[src/rtl/mem_port_arbiter_if.sv]
// ============================================================================
// Module  : mem_port_arbiter_if
// Brief   : Bundles the fetch, data and memory-side signals of the
//           unified-memory port arbiter.
// Revision: 1.0 - initial release
// ============================================================================
`default_nettype none

interface mem_port_arbiter_if #(
  parameter int ADDR_W = 32,
  parameter int DATA_W = 32
);
  // Instruction fetch port
  logic                  if_req;
  logic [ADDR_W-1:0]     if_addr;
  logic [DATA_W-1:0]     if_rdata;
  logic                  if_valid;
  // Data load/store port
  logic                  dm_req;
  logic                  dm_we;
  logic [DATA_W/8-1:0]   dm_be;
  logic [ADDR_W-1:0]     dm_addr;
  logic [DATA_W-1:0]     dm_wdata;
  logic [DATA_W-1:0]     dm_rdata;
  logic                  dm_valid;
  // Shared memory port
  logic                  mem_en;
  logic                  mem_we;
  logic [DATA_W/8-1:0]   mem_be;
  logic [ADDR_W-1:0]     mem_addr;
  logic [DATA_W-1:0]     mem_wdata;
  logic [DATA_W-1:0]     mem_rdata;
  // Pipeline stall outputs
  logic                  stall_if;
  logic                  stall_mem;

  // Arbiter side
  modport slave (
    input  if_req, if_addr,
    output if_rdata, if_valid,
    input  dm_req, dm_we, dm_be, dm_addr, dm_wdata,
    output dm_rdata, dm_valid,
    output mem_en, mem_we, mem_be, mem_addr, mem_wdata,
    input  mem_rdata,
    output stall_if, stall_mem
  );

  // Pipeline/memory side
  modport master (
    output if_req, if_addr,
    input  if_rdata, if_valid,
    output dm_req, dm_we, dm_be, dm_addr, dm_wdata,
    input  dm_rdata, dm_valid,
    input  mem_en, mem_we, mem_be, mem_addr, mem_wdata,
    output mem_rdata,
    input  stall_if, stall_mem
  );
endinterface

`default_nettype wire

[src/rtl/mem_port_arbiter.sv]
// ============================================================================
// Module  : mem_port_arbiter
// Brief   : Shares one single-port unified memory between IF fetch and MEM
//           load/store. Data side has fixed priority; IF is forced through
//           once after STARVE_MAX consecutive losses. One access in flight.
// Revision: 1.0 - initial release
// ============================================================================
`default_nettype none

module mem_port_arbiter #(
  parameter int ADDR_W     = 32,
  parameter int DATA_W     = 32,
  parameter int MEM_LAT    = 2,
  parameter int STARVE_MAX = 4
) (
  input  wire logic         clk,
  input  wire logic         rst,
  mem_port_arbiter_if.slave bus
);

  localparam int BE_W  = DATA_W / 8;
  localparam int CNT_W = $clog2(MEM_LAT + 1);
  localparam int STV_W = $clog2(STARVE_MAX + 1);

  localparam logic [CNT_W-1:0] c_WAIT_INIT = CNT_W'(MEM_LAT - 1);
  localparam logic [CNT_W-1:0] c_WAIT_LAST = CNT_W'(1);
  localparam logic [STV_W-1:0] c_STV_MAX   = STV_W'(STARVE_MAX);
  localparam logic [STV_W-1:0] c_STV_ONE   = STV_W'(1);

  typedef enum logic [1:0] {
    S_IDLE  = 2'd0,
    S_ISSUE = 2'd1,
    S_WAIT  = 2'd2,
    S_RESP  = 2'd3
  } state_t;

  state_t              r_state;
  logic                r_owner_dm;   // 1 = data port owns the access
  logic [STV_W-1:0]    r_starve;
  logic [CNT_W-1:0]    r_wait_cnt;
  logic                r_mem_en;
  logic                r_mem_we;
  logic [BE_W-1:0]     r_mem_be;
  logic [ADDR_W-1:0]   r_mem_addr;
  logic [DATA_W-1:0]   r_mem_wdata;
  logic                r_if_valid;
  logic                r_dm_valid;

  logic                w_any_req;
  logic                w_if_wins;

  assign w_any_req = bus.if_req | bus.dm_req;
  // IF takes the port when it is alone or when it has lost too often in a row.
  assign w_if_wins = bus.if_req & (~bus.dm_req | (r_starve == c_STV_MAX));

  // Access sequencer: arbitration, memory strobe, wait counting and response pulses.
  always_ff @(posedge clk or posedge rst) begin
    if (rst) begin
      r_state     <= S_IDLE;
      r_owner_dm  <= 1'b0;
      r_starve    <= '0;
      r_wait_cnt  <= '0;
      r_mem_en    <= 1'b0;
      r_mem_we    <= 1'b0;
      r_mem_be    <= '0;
      r_mem_addr  <= '0;
      r_mem_wdata <= '0;
      r_if_valid  <= 1'b0;
      r_dm_valid  <= 1'b0;
    end else begin
      // Strobes and completion pulses are single-cycle unless set below.
      r_mem_en   <= 1'b0;
      r_mem_we   <= 1'b0;
      r_if_valid <= 1'b0;
      r_dm_valid <= 1'b0;
      case (r_state)
        S_IDLE: begin
          if (w_any_req) begin
            r_mem_en <= 1'b1;
            r_state  <= S_ISSUE;
            if (w_if_wins) begin
              r_owner_dm  <= 1'b0;
              r_mem_we    <= 1'b0;
              r_mem_be    <= '1;
              r_mem_addr  <= bus.if_addr;
              r_mem_wdata <= '0;
              r_starve    <= '0;
            end else begin
              r_owner_dm  <= 1'b1;
              r_mem_we    <= bus.dm_we;
              r_mem_be    <= bus.dm_be;
              r_mem_addr  <= bus.dm_addr;
              r_mem_wdata <= bus.dm_wdata;
              // A store completes in the same cycle it is issued.
              r_dm_valid  <= bus.dm_we;
              if (bus.if_req && (r_starve != c_STV_MAX)) begin
                r_starve <= r_starve + c_STV_ONE;
              end
            end
          end
        end
        S_ISSUE: begin
          if (r_mem_we) begin
            r_state <= S_IDLE;
          end else if (MEM_LAT == 1) begin
            r_state    <= S_RESP;
            r_if_valid <= ~r_owner_dm;
            r_dm_valid <= r_owner_dm;
          end else begin
            r_state    <= S_WAIT;
            r_wait_cnt <= c_WAIT_INIT;
          end
        end
        S_WAIT: begin
          r_wait_cnt <= r_wait_cnt - c_WAIT_LAST;
          if (r_wait_cnt == c_WAIT_LAST) begin
            r_state    <= S_RESP;
            r_if_valid <= ~r_owner_dm;
            r_dm_valid <= r_owner_dm;
          end
        end
        S_RESP: begin
          r_state <= S_IDLE;
        end
        default: begin
          r_state <= S_IDLE;
        end
      endcase
    end
  end

  assign bus.mem_en    = r_mem_en;
  assign bus.mem_we    = r_mem_we;
  assign bus.mem_be    = r_mem_be;
  assign bus.mem_addr  = r_mem_addr;
  assign bus.mem_wdata = r_mem_wdata;

  // Read data is a straight pass-through; only meaningful while valid.
  assign bus.if_rdata  = bus.mem_rdata;
  assign bus.dm_rdata  = bus.mem_rdata;
  assign bus.if_valid  = r_if_valid;
  assign bus.dm_valid  = r_dm_valid;

  assign bus.stall_if  = bus.if_req & ~r_if_valid;
  assign bus.stall_mem = bus.dm_req & ~r_dm_valid;

endmodule

`default_nettype wire

[src/flat_wrapper.sv]
// flat-port wrapper written by rule: the top's interface ports become plain ports
module mem_port_arbiter_flat 
#(
  parameter int ADDR_W     = 32,
  parameter int DATA_W     = 32,
  parameter int MEM_LAT    = 2,
  parameter int STARVE_MAX = 4
)
  (clk, rst, bus_if_req, bus_if_addr, bus_if_rdata, bus_if_valid, bus_dm_req, bus_dm_we, bus_dm_be, bus_dm_addr, bus_dm_wdata, bus_dm_rdata, bus_dm_valid, bus_mem_en, bus_mem_we, bus_mem_be, bus_mem_addr, bus_mem_wdata, bus_mem_rdata, bus_stall_if, bus_stall_mem);
  mem_port_arbiter_if #(.ADDR_W(ADDR_W), .DATA_W(DATA_W)) bus_i ();
  input  wire logic clk;
  input  wire logic rst;
  input wire logic [$bits(bus_i.if_req)-1:0] bus_if_req;
  input wire logic [$bits(bus_i.if_addr)-1:0] bus_if_addr;
  output wire logic [$bits(bus_i.if_rdata)-1:0] bus_if_rdata;
  output wire logic [$bits(bus_i.if_valid)-1:0] bus_if_valid;
  input wire logic [$bits(bus_i.dm_req)-1:0] bus_dm_req;
  input wire logic [$bits(bus_i.dm_we)-1:0] bus_dm_we;
  input wire logic [$bits(bus_i.dm_be)-1:0] bus_dm_be;
  input wire logic [$bits(bus_i.dm_addr)-1:0] bus_dm_addr;
  input wire logic [$bits(bus_i.dm_wdata)-1:0] bus_dm_wdata;
  output wire logic [$bits(bus_i.dm_rdata)-1:0] bus_dm_rdata;
  output wire logic [$bits(bus_i.dm_valid)-1:0] bus_dm_valid;
  output wire logic [$bits(bus_i.mem_en)-1:0] bus_mem_en;
  output wire logic [$bits(bus_i.mem_we)-1:0] bus_mem_we;
  output wire logic [$bits(bus_i.mem_be)-1:0] bus_mem_be;
  output wire logic [$bits(bus_i.mem_addr)-1:0] bus_mem_addr;
  output wire logic [$bits(bus_i.mem_wdata)-1:0] bus_mem_wdata;
  input wire logic [$bits(bus_i.mem_rdata)-1:0] bus_mem_rdata;
  output wire logic [$bits(bus_i.stall_if)-1:0] bus_stall_if;
  output wire logic [$bits(bus_i.stall_mem)-1:0] bus_stall_mem;
  assign bus_i.if_req = bus_if_req;
  assign bus_i.if_addr = bus_if_addr;
  assign bus_if_rdata = bus_i.if_rdata;
  assign bus_if_valid = bus_i.if_valid;
  assign bus_i.dm_req = bus_dm_req;
  assign bus_i.dm_we = bus_dm_we;
  assign bus_i.dm_be = bus_dm_be;
  assign bus_i.dm_addr = bus_dm_addr;
  assign bus_i.dm_wdata = bus_dm_wdata;
  assign bus_dm_rdata = bus_i.dm_rdata;
  assign bus_dm_valid = bus_i.dm_valid;
  assign bus_mem_en = bus_i.mem_en;
  assign bus_mem_we = bus_i.mem_we;
  assign bus_mem_be = bus_i.mem_be;
  assign bus_mem_addr = bus_i.mem_addr;
  assign bus_mem_wdata = bus_i.mem_wdata;
  assign bus_i.mem_rdata = bus_mem_rdata;
  assign bus_stall_if = bus_i.stall_if;
  assign bus_stall_mem = bus_i.stall_mem;
  mem_port_arbiter #(.ADDR_W(ADDR_W), .DATA_W(DATA_W), .MEM_LAT(MEM_LAT), .STARVE_MAX(STARVE_MAX)) u_core (.clk(clk), .rst(rst), .bus(bus_i));
endmodule
[config.mk]
export PLATFORM = sky130hd
export DESIGN_NAME = mem_port_arbiter_flat
export DESIGN_NICKNAME = d
export VERILOG_FILES = /design/src/rtl/mem_port_arbiter_if.sv /design/src/rtl/mem_port_arbiter.sv /design/src/flat_wrapper.sv
export SDC_FILE = /design/constraint.sdc
export NUM_CORES = 1
export LEC_CHECK = 0
export ABC_CLOCK_PERIOD_IN_PS = 3500
export CORE_AREA = 2 2 110 112
export DETAILED_ROUTE_END_ITERATION = 8
export DIE_AREA = 0 0 112 114
export PLACE_DENSITY = 0.81
export SYNTH_ARGS = -nofsm -noshare
export SYNTH_HDL_FRONTEND = slang
export SYNTH_SLANG_ARGS = --single-unit
[constraint.sdc]
create_clock -name clk -period 3.5 [get_ports clk]
set_clock_uncertainty 0.2 [all_clocks]
set_input_delay 0.7 -clock clk [delete_from_list [all_inputs] [get_ports clk]]
set_output_delay 0.7 -clock clk [all_outputs]
set_load 0.05 [all_outputs]
Word level (Yosys, flattened, before mapping)
Cells that the tools add are included.

Flip-flop bits (word level): 80. Input port bits: 137. Output and inout port bits: 138. Logic and storage cells: 60.

$add $sub $neg: 2. Equality and inequality tests: 9. Multiplexer cells: 21. Bitwise operators: 9. Reduce and logical (&&, ||, !) cells: 8.

Operators with widths (number): 32-bit 2-to-1 mux (2); 1-bit 2-to-1 mux (9); 2-bit 2-to-1 mux (4); 2-bit case mux with 4 select lines (1); 3-bit 2-to-1 mux (2); 2-bit AND reduction (3); 2-bit by 1-bit == test with 1-bit output (second input constant) (2); 2-bit == test (second input constant) (2); 4-bit 2-to-1 mux (1); 2-bit by 1-bit inequality test with 1-bit output (second input constant) (2); 1-bit NOT (4); 2-bit case mux with 2 select lines (1); 2-bit nonzero test (2); 3-bit by 1-bit adder with 3-bit output (second input constant) (1); 1-bit AND (3); 3-bit == test (second input constant) (1); 3-bit inequality test (second input constant) (1); 3-bit AND reduction (1); 2-bit logical NOT (1); 2-bit inequality test (second input constant) (1); 1-bit bitwise OR (2); 1-bit case mux with 2 select lines (1); 2-bit by 1-bit subtractor with 2-bit output (second input constant) (1); 1-bit logical AND (1).

Depth between registers and ports, before layout
Depth in word-level cells: 6. Mapped depth: 7. Depth with buffers taken out: 5.

Worst setup path after synthesis
No wires, ideal clock.

Kind: input to output. From: in bus_if_req. To: out bus_stall_if. Data arrival time: 1.701 ns. Required time: 2.600 ns. Slack: 0.899 ns. Stages on the path: 2. Path buffers: 1. Cells stage by stage: clkbuf_1 > nor2b_1.

Word-level cells in the longest chain between the ends: 1.

Ends and longest elaborated chain: start, declared (RTL line flat_wrapper.sv:13) `input wire logic [$bits(bus_i.if_req)-1:0] bus_if_req;`; 1-bit AND (RTL line mem_port_arbiter.sv:144) `assign bus.stall_if = bus.if_req & ~r_if_valid;`; end, declared (RTL line flat_wrapper.sv:30) `output wire logic [$bits(bus_i.stall_if)-1:0] bus_stall_if;`.

No other way between the ends.

Worst setup path in the final report
From: in bus_dm_req. To: out bus_stall_mem.

Word-level cells in the longest chain between the ends: 1.

Ends and longest elaborated chain: start, declared (RTL line flat_wrapper.sv:17) `input wire logic [$bits(bus_i.dm_req)-1:0] bus_dm_req;`; 1-bit AND (RTL line mem_port_arbiter.sv:145) `assign bus.stall_mem = bus.dm_req & ~r_dm_valid;`; end, declared (RTL line flat_wrapper.sv:31) `output wire logic [$bits(bus_i.stall_mem)-1:0] bus_stall_mem;`.

No other way between the ends.

==> metrics.cfg <==
[min_path]
worstHoldPathType=flop to flop
hp-start=u_core.r_owner_dm$_DFFE_PP0P_
holdPathEnd=u_core.bus.if_valid$_DFF_PP0_
holdPathStages=1

[grt]
grt_pass1_vias=3809
track_usage=0.198
grt-ovfl-total=0
antenna_found_initial=0
grt_pass1_wl_um=20100
grt_max_degree=66

[pwr]
p_leak_nw=2.39
ir_drop_uv=643
fin_total_pwr_mw=6.06
powerDensity_nw_per_um2=1030

[floorplanning]
ios=275
rows=40
start_util=0.361
core_um2=11700
die-width_um=112
die_h_um=114
dieArea_um2=12800

[yosys]
syn_area_um2=4230
synth_area_leader_cell=dfrtp_1
synth_most_common_cell=dfrtp_1
ys.flop_type=dfrtp_1
avgSynthCellArea_um2=9.84
syn_nets=570
async_reset_ff_frac=1.00
synth_warnings=0
synth.distinct_cells=32
synth_edf_count=0
ys_ff_latch=80
seq_area_frac_synth=0.473
synth.top_cell.area_share=0.473
syn_inst=430
netlist_top_cells_count=80 x dfrtp_1, 67 x buf_4, 64 x nand3_1
yosys-top-cells-area=dfrtp_1 47%, buf_4 12%, nand3_1 7.6%

[clock_network]
cts_resized=0
clockBufferDepth=2
path_clk_slew_ps=60
cts_root_buf=clkbuf_16
clock-sinks=80
insertion_delay_ps=330
cts_hold_buf=0
cts_made_buffers=9
postCtsSetupBuffers=0
h-tree-depth=3
cts_tree=built

[route]
avgRoutedWirePerCell_um=19.1
ant_nets=0
wirelength_um=12800
via_per_inst=5.56
drc=0
initialDrtViolationCount=397
drt_first_pass_iters=5
vias=3748

[placement]
dp_slack_ps=319
dp_hpwl_um=8810
place_area_um2=5590
place_congestion=0.800
portBuffers=178

[sta]
layout_setup_ws_ps=379
setup_viol=0
worstMarginPinSlew_ps=1270
timing.slew.headroom=0.155
holdWs_ps=274
min_period_ps=3120
maxClockFrequency_mhz=320
period_share=0.892
rsz0062_at_grt=false
maxSlewViolCount=0
finalSetupTns_ps=0
hold_viol=0

[critical_path]
crit_start=bus_dm_req
r2r_cells=5
rr_endpoint=u_core.bus.mem_addr[23]$_DFFE_PP0P_
worstReg2RegStart=u_core.r_starve[0]$_DFFE_PP0P_
worst_setup_path_end_kind=primary output
r2r_slack_ps=950
worstPathArrival_ps=2220
crit_type=primary input to primary output
crit_required_ps=2600
startpoint_type=primary input
path_max_fanout=5

[layout]
final_area_um2=5900
layout.nets=663
area_growth_syn_to_layout_pct=39.6
drive_above_1_share=0.0626
antenna_cells=0

[run]
cap_violations=0

[status]
status=finished clean

-- cell usage in the layout (no fill, tap or decap), types with 2 or more instances in the layout --
master             n
dfrtp_1           80
inv_1             36
o21ai_0            3
nand2b_1           2
clkbuf_16          9
ha_1               3
clkinv_4           2
a21oi_1           15
clkinv_2           2
nand3_1           64
buf_12             2
nor2b_1            3
o221ai_1          33
buf_4              8
bufinv_16          2
nor2_1             3
clkdlybuf4s50_1  177
nand2_1            3
o2bb2ai_1         32
nand4_1           33
-- worst max-delay path by stage --
| stage | end | slack [ps] |
|---|---|---|
| after floorplan | async pin | 550 |
| after global placement | bus_stall_mem | 390 |
| after detailed placement | u_core.bus.mem_addr[23]$_DFFE_PP0P_ | 320 |
| after CTS | bus_stall_mem | 380 |
| after global routing | bus_stall_mem | 320 |
| final | bus_stall_mem | 380 |
-- power by group --
group	switching [mW]	internal, mW
clock network	0.371	0.622
logic	2.27	1.17
registers	0.274	1.35
-- per-stage QoR --
step	utilization	instances
after floorplan	-	430
after global placement	0.478	659
after detailed placement	0.478	659
after CTS	0.504	674
after global routing	0.504	674
final	0.504	674
-- final cells by class --
type | instances | area [um2]
fill | 1025 | 5810
sequential | 80 | 2000
timing repair buffer | 187 | 1870
multi-input combinational | 207 | 1390
clock buffer | 10 | 229
tap | 147 | 184
inverter | 38 | 144
clock inverter | 5 | 82.6
-- sequential cells by signal (all words and copies together), names as in the netlist, named ones only --
signal and flops:
u_core.r_wait_cnt 2, u_core.bus.if_valid 1, u_core.r_owner_dm 1, u_core.bus.mem_addr 32, u_core.bus.dm_valid 1, u_core.bus.mem_wdata 32, u_core.bus.mem_be 4, u_core.r_state 1
u_core.bus.mem_we 1, u_core.r_starve 3, u_core.bus.mem_en 1
-- logic make-up after synthesis --
logic type | after synthesis | share of synthesized area
AO/OA/AOI/OAI | 87 | 0.164
adder cells (fa/ha/maj) | 3 | 0.00888
buffers and inverters | 143 | 0.199
flip-flops | 80 | 0.473
multiplexers | 1 | 0.00266
AND/OR/NAND/NOR | 116 | 0.151
-- worst max-delay path: stages --
cell             delay [ps]
clkdlybuf4s50_1         540
nor2b_1                 160
clkdlybuf4s50_1         810
-- routing by layer --
layer / track usage / vias to the layer above / wire [um]
li1: - / 1680 / -
met1: 0.249 / 1803 / 5150
met2: 0.324 / 243 / 6220
met3: 0.0590 / 22 / 1220
met4: 0.0764 / 0 / 254
met5: 0 / - / 0
No activity file was read; power rests on OpenSTA's default activity.
